==> src/rtl/if_fetch_stage.sv <==
// Instruction-fetch stage with IF/ID register: owns the PC, keeps one read outstanding
// to instruction memory, and squashes wrong-path words when EX redirects.
module if_fetch_stage #(
  parameter logic [15:0] RESET_PC = 16'h0000,
  parameter logic [15:0] NOP_WORD = 16'h0000
) (
  input  logic        clk,
  input  logic        reset_n,
  input  logic        load,
  input  logic        pc_mux_not_zero,
  input  logic [15:0] redirect_target,
  input  logic        imem_resp,
  input  logic [15:0] imem_rdata,
  output logic        imem_read,
  output logic [15:0] imem_address,
  output logic [15:0] if_id_pc_out,
  output logic [15:0] if_id_ir_out,
  output logic [3:0]  if_id_opcode_out,
  output logic        if_id_valid_out
);

  typedef enum logic [1:0] {FETCH, SQUASH, HOLD} state_t;

  state_t      state;
  logic [15:0] pc, tgt, hold_word;
  logic [15:0] pc_inc, tgt_even;

  assign pc_inc   = pc + 16'd2;
  assign tgt_even = {redirect_target[15:1], 1'b0};

  // Reset gates the request so an in-flight read is dropped the instant reset asserts.
  assign imem_read        = reset_n & (state != HOLD);
  assign imem_address     = pc;
  assign if_id_opcode_out = if_id_ir_out[15:12];

  always_ff @(posedge clk or negedge reset_n) begin
    if (!reset_n) begin
      state           <= FETCH;
      pc              <= RESET_PC;
      tgt             <= RESET_PC;
      hold_word       <= NOP_WORD;
      if_id_pc_out    <= 16'h0000;
      if_id_ir_out    <= NOP_WORD;
      if_id_valid_out <= 1'b0;
    end else begin
      case (state)
        FETCH: begin
          if (pc_mux_not_zero) begin
            if (imem_resp) pc <= tgt_even;
            else begin
              tgt   <= tgt_even;
              state <= SQUASH;
            end
          end else if (imem_resp) begin
            if (load) pc <= pc_inc;
            else begin
              hold_word <= imem_rdata;
              state     <= HOLD;
            end
          end
        end
        SQUASH: begin
          // The stale read must complete before the target can be requested.
          if (imem_resp) begin
            pc    <= pc_mux_not_zero ? tgt_even : tgt;
            state <= FETCH;
          end else if (pc_mux_not_zero) tgt <= tgt_even;
        end
        HOLD: begin
          if (pc_mux_not_zero) begin
            pc    <= tgt_even;
            state <= FETCH;
          end else if (load) begin
            pc    <= pc_inc;
            state <= FETCH;
          end
        end
        default: state <= FETCH;
      endcase

      if (pc_mux_not_zero) begin
        if_id_valid_out <= 1'b0;
        if_id_ir_out    <= NOP_WORD;
      end else if (load) begin
        if (state == FETCH && imem_resp) begin
          if_id_valid_out <= 1'b1;
          if_id_ir_out    <= imem_rdata;
          if_id_pc_out    <= pc_inc;
        end else if (state == HOLD) begin
          if_id_valid_out <= 1'b1;
          if_id_ir_out    <= hold_word;
          if_id_pc_out    <= pc_inc;
        end else begin
          if_id_valid_out <= 1'b0;
          if_id_ir_out    <= NOP_WORD;
        end
      end
    end
  end

endmodule

==> config.mk <==
export PLATFORM = sky130hd
export DESIGN_NAME = if_fetch_stage
export DESIGN_NICKNAME = d
export VERILOG_FILES = /design/src/rtl/if_fetch_stage.sv
export SDC_FILE = /design/constraint.sdc
export NUM_CORES = 1
export LEC_CHECK = 0
export CELL_PAD_IN_SITES_DETAIL_PLACEMENT = 2
export CELL_PAD_IN_SITES_GLOBAL_PLACEMENT = 2
export CORE_MARGIN = 3
export CORE_UTILIZATION = 29
export DETAILED_ROUTE_END_ITERATION = 16
export MAX_ROUTING_LAYER = met4
export PLACE_DENSITY_LB_ADDON = 0.1
export SETUP_SLACK_MARGIN = 0.3
export SYNTH_ARGS = -nofsm -noshare
export SYNTH_HDL_FRONTEND = slang
export SYNTH_SLANG_ARGS = --single-unit
==> constraint.sdc <==
create_clock -name clk -period 1.5 [get_ports clk]
set_input_delay 0.3 -clock clk [delete_from_list [all_inputs] [get_ports clk]]
set_output_delay 0.3 -clock clk [all_outputs]
set_load 0.05 [all_outputs]
==> results.ini <==
[status]
outcome = finished with violations
violations = negative hold slack, negative setup slack

[cts]
cts_buffer_depth = 2
cts_buffers = 9
hold_buffers = 0
root_buffer = clkbuf_16
insertion_delay_ns = 0.36
tritoncts = done
h-tree-depth = 3
cts.sinks = 83
clk_pin_slew_ns = 0.07

[cells_and_area]
final_cell_mix = buf_4 (68), buf_12 (68), dfrtp_1 (62)
area_growth_pct = 96.8
instances_no_fill = 745
drive_above_1_share_pct = 63.1
diodes = 0
num-nets-final = 602
fin_area_sq_um = 7940

[power_and_ir_drop]
power_density_nw_per_um2 = 1270
p_sw_share_pct = 37.7
leakage_nw = 3.41
p_seq_share_pct = 31.2
power.internal_mw = 6.29
p_comb_share_pct = 47.6
switchingPower_mw = 3.81
pwr-share-clk_pct = 21.2
peakVddDrop_mv = 0.558

[timing]
slew_violations = 0
fin_hold_ws_ns = -0.00227
fin_ws_ns = -0.244
rsz0062_at_grt = yes
timing.final.crit_share_pct = 116
max-slew-margin-rel_pct = 66.8
finalSetupTns_ns = -8.92
fin_skew_ns = 0.0159
worstMarginPinSlew_ns = 0.498
min_period_ns = 1.74
hold_viol = 3
max_freq_ghz = 0.573
setup-violations-final = 82

[floorplan]
start_util_pct = 30.1
die-area_sq_um = 15400
core_sq_um = 13400
die_w_um = 124
io_pins = 91
rows = 42
die_y_um = 124

[worst_setup_path]
path_buf_inv = 6
rr_worst_depth = 10
path_delay_family = buffers and inverters
cp-start-kind = register
max_stage_delay_ns = 0.43
r2r_slack_ns = -0.24
cp.arrival_ns = 2.02
required_ns = 1.78
crit_path_end_kind = register
worst-path-stages = 10
regToRegStartpoint = state[1]
crit_fanout = 6
path_cells = buf_8, nor2_4, buf_6, nand3b_1, buf_6, buf_8, buf_12, buf_16, nand2_2, o21ai_1
critical_path_class = reg -> reg
r2r_end = if_id_pc_out[6]
critPathSlowestCell = dfrtp_2

[global_routing]
grt_usage_pct = 24.7
grt_pass1_vias = 4287
antenna_found_initial = 0
grt_pass1_wl_mm = 27.0
overflow = 0
grt_max_degree = 84

[yosys]
synthArstFlopShare_pct = 100
ys_seq_area_share_pct = 51.5
synth_edf_count = 0
syn_area_sq_um = 4040
synth_nets = 399
yosys_warnings = 0
netlist_instances = 361
syn_area_per_cell_sq_um = 11.2
synth_seq_cells = 83
ys.flop_type = dfrtp_1
synth.distinct_cells = 49

[place]
place_inst = 645
io_buffers = 89
finalWeightedCongestion = 0.753
dp_hpwl_mm = 8.92
placed_cell_area_sq_um = 6170

[routing]
drtPass1Iterations = 4
viasPerCell = 5.25
antenna_left = 0
wl_mm = 20.8
drtIter0Drc = 189
via_count = 3910
drcViolationCount = 0
wl_per_cell_um = 27.9

[min_path]
holdCritPathClass = in -> async

[job]
cap_viol_max_count = 0

## state kept, by name (all words and copies together), names as in the netlist
name and flops:
if_id_ir_out 16, hold_word 16, tgt 16, if_id_valid_out 1
imem_address 16, if_id_pc_out 16, state 2
## cell usage after synthesis, types with 2 or more instances
cell,count,area (sq um)
mux2_2,22,248
nor3_1,10,50.1
o2bb2ai_1,6,52.6
xnor2_1,12,105
o21ai_1,2,10.0
a221oi_1,6,52.6
clkbuf_1,7,26.3
a21oi_1,6,30.0
nor4_2,2,25.0
and2_1,2,12.5
buf_6,3,33.8
a211oi_1,16,120
mux2i_1,3,30.0
o21ai_0,25,125
buf_4,10,75.1
o22ai_1,2,12.5
a22oi_1,16,120
o221ai_1,3,26.3
nor2_1,29,109
buf_2,10,50.1
dfrtp_1,83,2080
nand2_1,30,113
nand3_1,4,20.0
nand2b_1,4,25.0
nor3b_1,9,67.6
nand4_1,2,12.5
nor2b_1,4,25.0
mux2_4,10,150
inv_1,3,11.3
## power by group through the flow
stage	registers [mW]	clock network, mW	logic [mW]
6_report	3.15	2.14	4.80
5_1_grt	3.19	2.32	5.00
4_1_cts	3.07	2.14	4.17
3_5_place_dp	3.09	0	3.53
3_3_place_gp	3.06	0	3.46
2_1_floorplan	3.83	0	0.979
## metrics by stage
stage / total power [mW] / setup slack, ns / hold slack, ns / utilization, %
2_1_floorplan: 4.80 / -0.0497 / 0.00441 / -
3_3_place_gp: 6.52 / -0.368 / 0.449 / 46.1
3_5_place_dp: 6.62 / -0.407 / 0.448 / 46.1
4_1_cts: 9.38 / -0.0958 / 0.0704 / 55.4
5_1_grt: 10.5 / -0.311 / 0.0449 / 59.3
6_report: 10.1 / -0.244 / -0.00227 / 59.3
## worst reg2reg max path: stages (launching register included)
cell      delay [ns]
dfrtp_2         0.43
buf_8           0.15
nor2_4          0.14
buf_6           0.13
nand3b_1        0.15
buf_6           0.15
buf_8           0.15
buf_12          0.11
buf_16          0.12
nand2_2         0.05
o21ai_1         0.11
## cells by family (layout without fill, tap and decap cells)
group | after synthesis | count (layout) | synth area share (%)
flip-flops | 83 | 83 | 51.5
XOR/XNOR | 13 | 13 | 2.82
multiplexers | 35 | 35 | 10.6
adder cells (fa/ha/maj) | 1 | 1 | 0.310
buffers and inverters | 34 | 242 | 4.99
AO/OA/AOI/OAI | 90 | 90 | 15.6
AND/OR/NAND/NOR | 105 | 105 | 14.2
## worst max-delay path by stage
| stage | startpoint | end | slack, ns |
|---|---|---|---|
| floorplan | imem_address[1] | imem_address[5] | -0.05 |
| global placement | load | hold_word[14] | -0.37 |
| detailed placement | load | hold_word[5] | -0.41 |
| CTS | state[1] | imem_read | -0.1 |
| global route | state[1] | if_id_pc_out[6] | -0.31 |
| finish | state[1] | if_id_pc_out[6] | -0.24 |
## area by class of cell
class,instances,area (sq um)
clock inverter,3,15.0
sequential,83,2100
fill,1212,5460
inverter,3,11.3
timing repair buffer,223,2980
clock buffer,13,250
tap,176,220
multi-input combinational,244,2370
## per-layer routing
| layer | GRT usage, % | wire length (um) | vias to the layer above |
|---|---|---|---|
| met3 | 4.09 | 968 | 49 |
| li1 | - | - | 1716 |
| met2 | 43.6 | 11000 | 128 |
| met1 | 28.3 | 8020 | 2017 |
| met4 | 8.83 | 773 | 0 |
| met5 | - | 0 | - |
## timing repair
| action | 4_1_cts | 5_1_grt |
|---|---|---|
| gates cloned | 10 | 1 |
| pin swaps | 26 | 21 |
| setup endpoints to repair | 134 | 136 |
| hold endpoints to repair | 0 | 0 |
| buffers inserted | 48 | 25 |
| resized for setup | 101 | 66 |
No activity file was read; power rests on OpenSTA's default activity.
